<file path="config.mk">
export PLATFORM = sky130hd
export DESIGN_NAME = id_ex_stage
export DESIGN_NICKNAME = d
export VERILOG_FILES = /design/src/rtl/id_ex_stage.sv
export SDC_FILE = /design/constraint.sdc
export NUM_CORES = 1
export LEC_CHECK = 0
export ABC_CLOCK_PERIOD_IN_PS = 4560
export BUFFER_PORTS_ARGS = -buffer_cell sky130_fd_sc_hd__buf_2
export CORE_ASPECT_RATIO = 1.2
export CORE_MARGIN = 4
export CORE_UTILIZATION = 40
export DETAILED_ROUTE_END_ITERATION = 7
export PLACE_DENSITY = 0.63
export SYNTH_ARGS = -nofsm -noshare
export SYNTH_HDL_FRONTEND = slang
export SYNTH_SLANG_ARGS = --single-unit
</file>
<file path="constraint.sdc">
create_clock -name clk -period 4.56 [get_ports clk]
set_clock_uncertainty 0.2 [all_clocks]
set_input_delay 0.228 -clock clk [delete_from_list [all_inputs] [get_ports clk]]
set_output_delay 0.228 -clock clk [all_outputs]
set_load 0.02 [all_outputs]
</file>
<file path="src/rtl/id_ex_stage.sv">
// ID/EX pipeline register: captures decoded instructions, forwards operands from
// EX/MEM and MEM/WB, and raises a one-cycle load-use hazard stall towards decode.
module id_ex_stage (
  input  logic        clk,
  input  logic        rst_n,
  input  logic        in_valid,
  input  logic [4:0]  in_rs,
  input  logic [4:0]  in_rt,
  input  logic [4:0]  in_rd,
  input  logic [31:0] in_rs_data,
  input  logic [31:0] in_rt_data,
  input  logic [31:0] in_imm,
  input  logic        in_use_imm,
  input  logic [2:0]  in_alu_op,
  input  logic [4:0]  in_sa,
  input  logic        in_reg_we,
  input  logic        in_mem_rd,
  input  logic        in_mem_we,
  input  logic        exmem_we,
  input  logic [4:0]  exmem_rd,
  input  logic [31:0] exmem_res,
  input  logic        memwb_we,
  input  logic [4:0]  memwb_rd,
  input  logic [31:0] memwb_data,
  input  logic        stall,
  input  logic        flush,
  output logic [31:0] alu_a,
  output logic [31:0] alu_b,
  output logic [2:0]  alu_op,
  output logic [4:0]  alu_sa,
  output logic        out_valid,
  output logic        out_reg_we,
  output logic        out_mem_rd,
  output logic        out_mem_we,
  output logic [4:0]  out_rd,
  output logic [31:0] out_store_data,
  output logic        hazard_stall
);

  logic        valid_q;
  logic [4:0]  rs_q;
  logic [4:0]  rt_q;
  logic [4:0]  rd_q;
  logic [31:0] rs_data_q;
  logic [31:0] rt_data_q;
  logic [31:0] imm_q;
  logic        use_imm_q;
  logic [2:0]  alu_op_q;
  logic [4:0]  sa_q;
  logic        reg_we_q;
  logic        mem_rd_q;
  logic        mem_we_q;

  logic [31:0] fwd_a;
  logic [31:0] fwd_b;
  logic [31:0] byp_a;
  logic [31:0] byp_b;

  // EX/MEM outranks MEM/WB because it holds the younger producer; r0 never forwards.
  always_comb begin
    fwd_a = rs_data_q;
    if (exmem_we && exmem_rd != 5'd0 && exmem_rd == rs_q)
      fwd_a = exmem_res;
    else if (memwb_we && memwb_rd != 5'd0 && memwb_rd == rs_q)
      fwd_a = memwb_data;

    fwd_b = rt_data_q;
    if (exmem_we && exmem_rd != 5'd0 && exmem_rd == rt_q)
      fwd_b = exmem_res;
    else if (memwb_we && memwb_rd != 5'd0 && memwb_rd == rt_q)
      fwd_b = memwb_data;
  end

  // Write-back happening this cycle is not yet visible in the register file read.
  always_comb begin
    byp_a = in_rs_data;
    if (memwb_we && memwb_rd != 5'd0 && memwb_rd == in_rs)
      byp_a = memwb_data;

    byp_b = in_rt_data;
    if (memwb_we && memwb_rd != 5'd0 && memwb_rd == in_rt)
      byp_b = memwb_data;
  end

  always_comb begin
    hazard_stall = in_valid && valid_q && mem_rd_q && (rd_q != 5'd0) &&
                   ((in_rs == rd_q) || ((!in_use_imm || in_mem_we) && (in_rt == rd_q)));
  end

  always_ff @(posedge clk or negedge rst_n) begin
    if (!rst_n) begin
      valid_q   <= 1'b0;
      rs_q      <= 5'd0;
      rt_q      <= 5'd0;
      rd_q      <= 5'd0;
      rs_data_q <= 32'd0;
      rt_data_q <= 32'd0;
      imm_q     <= 32'd0;
      use_imm_q <= 1'b0;
      alu_op_q  <= 3'd0;
      sa_q      <= 5'd0;
      reg_we_q  <= 1'b0;
      mem_rd_q  <= 1'b0;
      mem_we_q  <= 1'b0;
    end else if (flush || (!stall && hazard_stall)) begin
      valid_q  <= 1'b0;
      reg_we_q <= 1'b0;
      mem_rd_q <= 1'b0;
      mem_we_q <= 1'b0;
    end else if (stall) begin
      // Recapture forwarded operands so a producer retiring during the stall is kept.
      rs_data_q <= fwd_a;
      rt_data_q <= fwd_b;
    end else begin
      valid_q   <= in_valid;
      rs_q      <= in_rs;
      rt_q      <= in_rt;
      rd_q      <= in_rd;
      rs_data_q <= byp_a;
      rt_data_q <= byp_b;
      imm_q     <= in_imm;
      use_imm_q <= in_use_imm;
      alu_op_q  <= in_alu_op;
      sa_q      <= in_sa;
      reg_we_q  <= in_reg_we;
      mem_rd_q  <= in_mem_rd;
      mem_we_q  <= in_mem_we;
    end
  end

  assign alu_a          = fwd_a;
  assign alu_b          = use_imm_q ? imm_q : fwd_b;
  assign out_store_data = fwd_b;
  assign alu_op         = alu_op_q;
  assign alu_sa         = sa_q;
  assign out_rd         = rd_q;
  assign out_valid      = valid_q;
  assign out_reg_we     = valid_q & reg_we_q;
  assign out_mem_rd     = valid_q & mem_rd_q;
  assign out_mem_we     = valid_q & mem_we_q;

endmodule
</file>
==> flow_summary_export.csv <==
group,metric,value,unit
floorplan,die_height,178.3,µm
clock_tree,clkSinkCount,124,
clock_tree,post-cts-setup-buffers,0,
drt,drt-met1-wl,16.31,mm
critical_path,crit_required,4.13,ns
global_routing,grt_pass1_vias,11110,
placement,place_ws,1.275,ns
drt,wl_met3,3.959,mm
sta,drv_slew,0,
logic_synthesis,yosysTopAreaCellShare,0.3210,
pwr,internal-power,0.002657,W
floorplan,die_area,26730,µm²
logic_synthesis,ys_seq_elements,124,
drt,drt_wl_total,42.19,mm
floorplan,initial_core_util,0.4046,
pwr,power_frac_comb,0.381,
critical_path,cp-start-kind,"flip-flop",
drt,drt_iter0_drc,1227,
sta,fmax,264.9,MHz
floorplan,die_w,149.9,µm
cells_and_area,drive_gt1_frac,0.3574,
global_routing,grt_start_max_net_pins,97,
critical_path,arrival,3.35,ns
run,drv_cap,0,
critical_path,path_cells,"xnor2_1 -> nand2_2 -> buf_4 -> or3_2 -> a31oi_1 -> mux2_2 -> buf_2",
logic_synthesis,yosysMostFrequentCell,"dfrtp_1",
cells_and_area,fin_area,12450,µm²
logic_synthesis,syn_area_per_cell,9.001,µm²
sta,slew_headroom,0.1453,
pwr,power.switching,0.001789,W
drt,wl_per_cell,25.13,µm
floorplan,design.core.area,23890,µm²
drt,drc,0,
critical_path,cp_slowest_stage_delay,0.93,ns
global_routing,antenna_found_initial,4,
sta,timing_hold_violations_final,0,
drt,route.vias.total,11080,
clock_tree,numCtsBuffers,17,
cells_and_area,register_area,3104,µm²
clock_tree,clock_latency,0.43,ns
sta,period_share,0.8280,
drt,wl_met2,20.34,mm
sta,tightestPinTransition,1.277,ns
critical_path,critPathMaxFanout,49,
floorplan,num_rows,62,
clock_tree,h-tree-depth,4,
sta,setup_viol,0,
sta,final.min_clock_period,3.776,ns
clock_tree,cts_tree,"done",
logic_synthesis,post-synth-top-area-cell,"dfrtp_1",
cells_and_area,fillCellCount,2279,
cells_and_area,fin_cells,1679,
critical_path,cp_slowest_cell,"or3_2",
critical_path,end_kind,"output pin",
logic_synthesis,synthTopCellsByCount,"dfrtp_1 (124), a21oi_1 (101), o31ai_1 (98)",
logic_synthesis,synth_cells,1074,
logic_synthesis,syn_area,9667,µm²
logic_synthesis,synth_ff_type,"dfrtp_1",
drt,first_pass_iters,6,
drt,via_per_inst,6.598,
logic_synthesis,synthTopCellsByArea,"dfrtp_1 (32%), mux2_2 (10%), o31ai_1 (7.6%)",
critical_path,crit_type,"reg2out",
logic_synthesis,synth_fp_nets,1278,
placement,dp.cells,1580,
cells_and_area,multiInputGateArea,5833,µm²
global_routing,grtUsageTotal,0.3041,
cells_and_area,syn2layout_area_growth,28.77,%
logic_synthesis,synth-edff-count,0,
logic_synthesis,yosysSeqAreaShare,0.3210,
status,status,"completed",
cells_and_area,fin_nets,1548,
placement,gp_congestion,0.8819,
pwr,p_leak,4.856,nW
sta,rsz0062_at_grt,"no",
global_routing,grt_overflow,0,
worst_hold_path,hold_path_class,"in2reg",
pwr,clock_power_share,0.307,
clock_tree,postCtsHoldBufs,65,
pwr,p_per_area,357.1,nW/µm²
placement,hpwl,26.23,mm
placement,post_dp_cell_area,11220,µm²
logic_synthesis,ys_types,35,
pwr,switching_share,0.4024,
drt,top_layer_used,"met5",
clock_tree,clockRootBuffer,"clkbuf_16",
pwr,ir_worst_vdd,0.0002778,V
floorplan,io_pins,318,
placement,io_buffers,317,
logic_synthesis,yosysWarnings,0,
drt,ant_nets,0,
clock_tree,cts_resized,0,
pwr,p_seq_frac,0.312,
logic_synthesis,async_flop_share,1.000,
clock_tree,path_clk_slew,0.07,ns
sta,tns,0,ns
global_routing,grt_first_pass_wirelength,64.06,mm
clock_tree,cts_buffer_depth,2,
sta,layout_setup_ws,0.7843,ns
==> power groups by stage <==
stage	sequential (W)	clock (W)	combinational, W
after floorplan	0.00138	0	0.00104
after global placement	0.00140	0	0.00161
after detailed placement	0.00140	0	0.00162
after CTS	0.00138	0.00137	0.00167
after global routing	0.00140	0.00142	0.00180
final	0.00139	0.00137	0.00169
==> cell type report <==
class	instances	area share
Antenna cell	2	0.0004021
Clock buffer	18	0.03528
Clock inverter	14	0.01055
Inverter	35	0.01055
Multi-Input combinational cell	763	0.4686
Sequential cell	124	0.2494
Tap cell	320	0.03216
Timing Repair Buffer	403	0.1931
==> sequential cells by signal, indices dropped and copies added, names as in the netlist <==
register and cells:
alu_op 3, alu_sa 5, imm_q 32, mem_rd_q 1, mem_we_q 1, out_rd 5
out_valid 1, reg_we_q 1, rs_data_q 32, rs_q 5, rt_data_q 32, rt_q 5
use_imm_q 1
==> metal layers <==
metal	global-route usage	vias to the layer above
met2	0.4952	720
met5	0	-
met4	0.1346	2
met1	0.3913	5365
li1	-	4877
met3	0.05997	114
==> cells by family after synthesis <==
| logic type | synth area share |
|---|---|
| flip-flops | 0.3210 |
| buffers and inverters | 0.08400 |
| AO/OA/AOI/OAI | 0.3070 |
| multiplexers | 0.1356 |
| XOR/XNOR | 0.03624 |
| AND/OR/NAND/NOR | 0.1161 |
==> worst max-delay path, delay by kind of cell, from the launching register on <==
family	cells	cell delay, ns
AOI/OAI and AO/OA	1	0.60
xor gates and xnor gates	1	0.19
buffers and inverters	2	0.44
DFF	1	0.42
muxes	1	0.26
and+or+nand+nor	2	1.00
==> layout by cell type (no fill, tap or decap), types with 2 or more instances in the layout <==
cell	n
a21oi_1	101
a311oi_1	32
a31oi_1	64
and2_1	3
and2_2	3
and3_2	3
buf_2	315
buf_4	22
clkbuf_16	17
clkinv_2	2
clkinvlp_4	4
dfrtp_1	123
diode_2	2
dlygate4sd3_1	65
inv_1	34
inv_6	7
mux2_2	88
mux2i_1	32
nand2_1	6
nand2_2	4
nand3_2	5
nand4_1	96
nor2_1	34
nor3_1	3
nor3_2	2
nor4_1	33
o211ai_1	6
o21ai_4	3
o221a_2	2
o31ai_1	98
o32a_1	64
o41ai_1	32
or4_1	2
xnor2_1	30
xor2_1	10
==> path summary, 6_finish.rpt <==
check                      cells past startpoint  slack, ns            end            from
setup reg to reg                               6       1.27  rs_data_q[24]       out_rd[2]
setup / recovery                               7       0.78       alu_b[0]         rt_q[2]
hold reg to reg                                1       0.30  rs_data_q[13]   rs_data_q[13]
hold / removal                                 4       0.04  rs_data_q[17]  in_rs_data[17]
min in group asynchronous                      2       0.26   rs_data_q[8]           rst_n
max in group asynchronous                      3       2.77  rs_data_q[19]           rst_n
==> per-stage QoR <==
| stage | hold slack [ns] | power (W) | utilization |
|---|---|---|---|
| 6_report | 0.04286 | 0.004446 | 0.5210 |
| 2_1_floorplan | -0.2676 | 0.002415 | - |
| 3_3_place_gp | 0.1891 | 0.003005 | 0.4697 |
| 3_5_place_dp | 0.1845 | 0.003025 | 0.4697 |
| 4_1_cts | 0.04315 | 0.004426 | 0.5208 |
| 5_1_grt | 0.07324 | 0.004621 | 0.5210 |
Power figures use the tool's default switching activity.
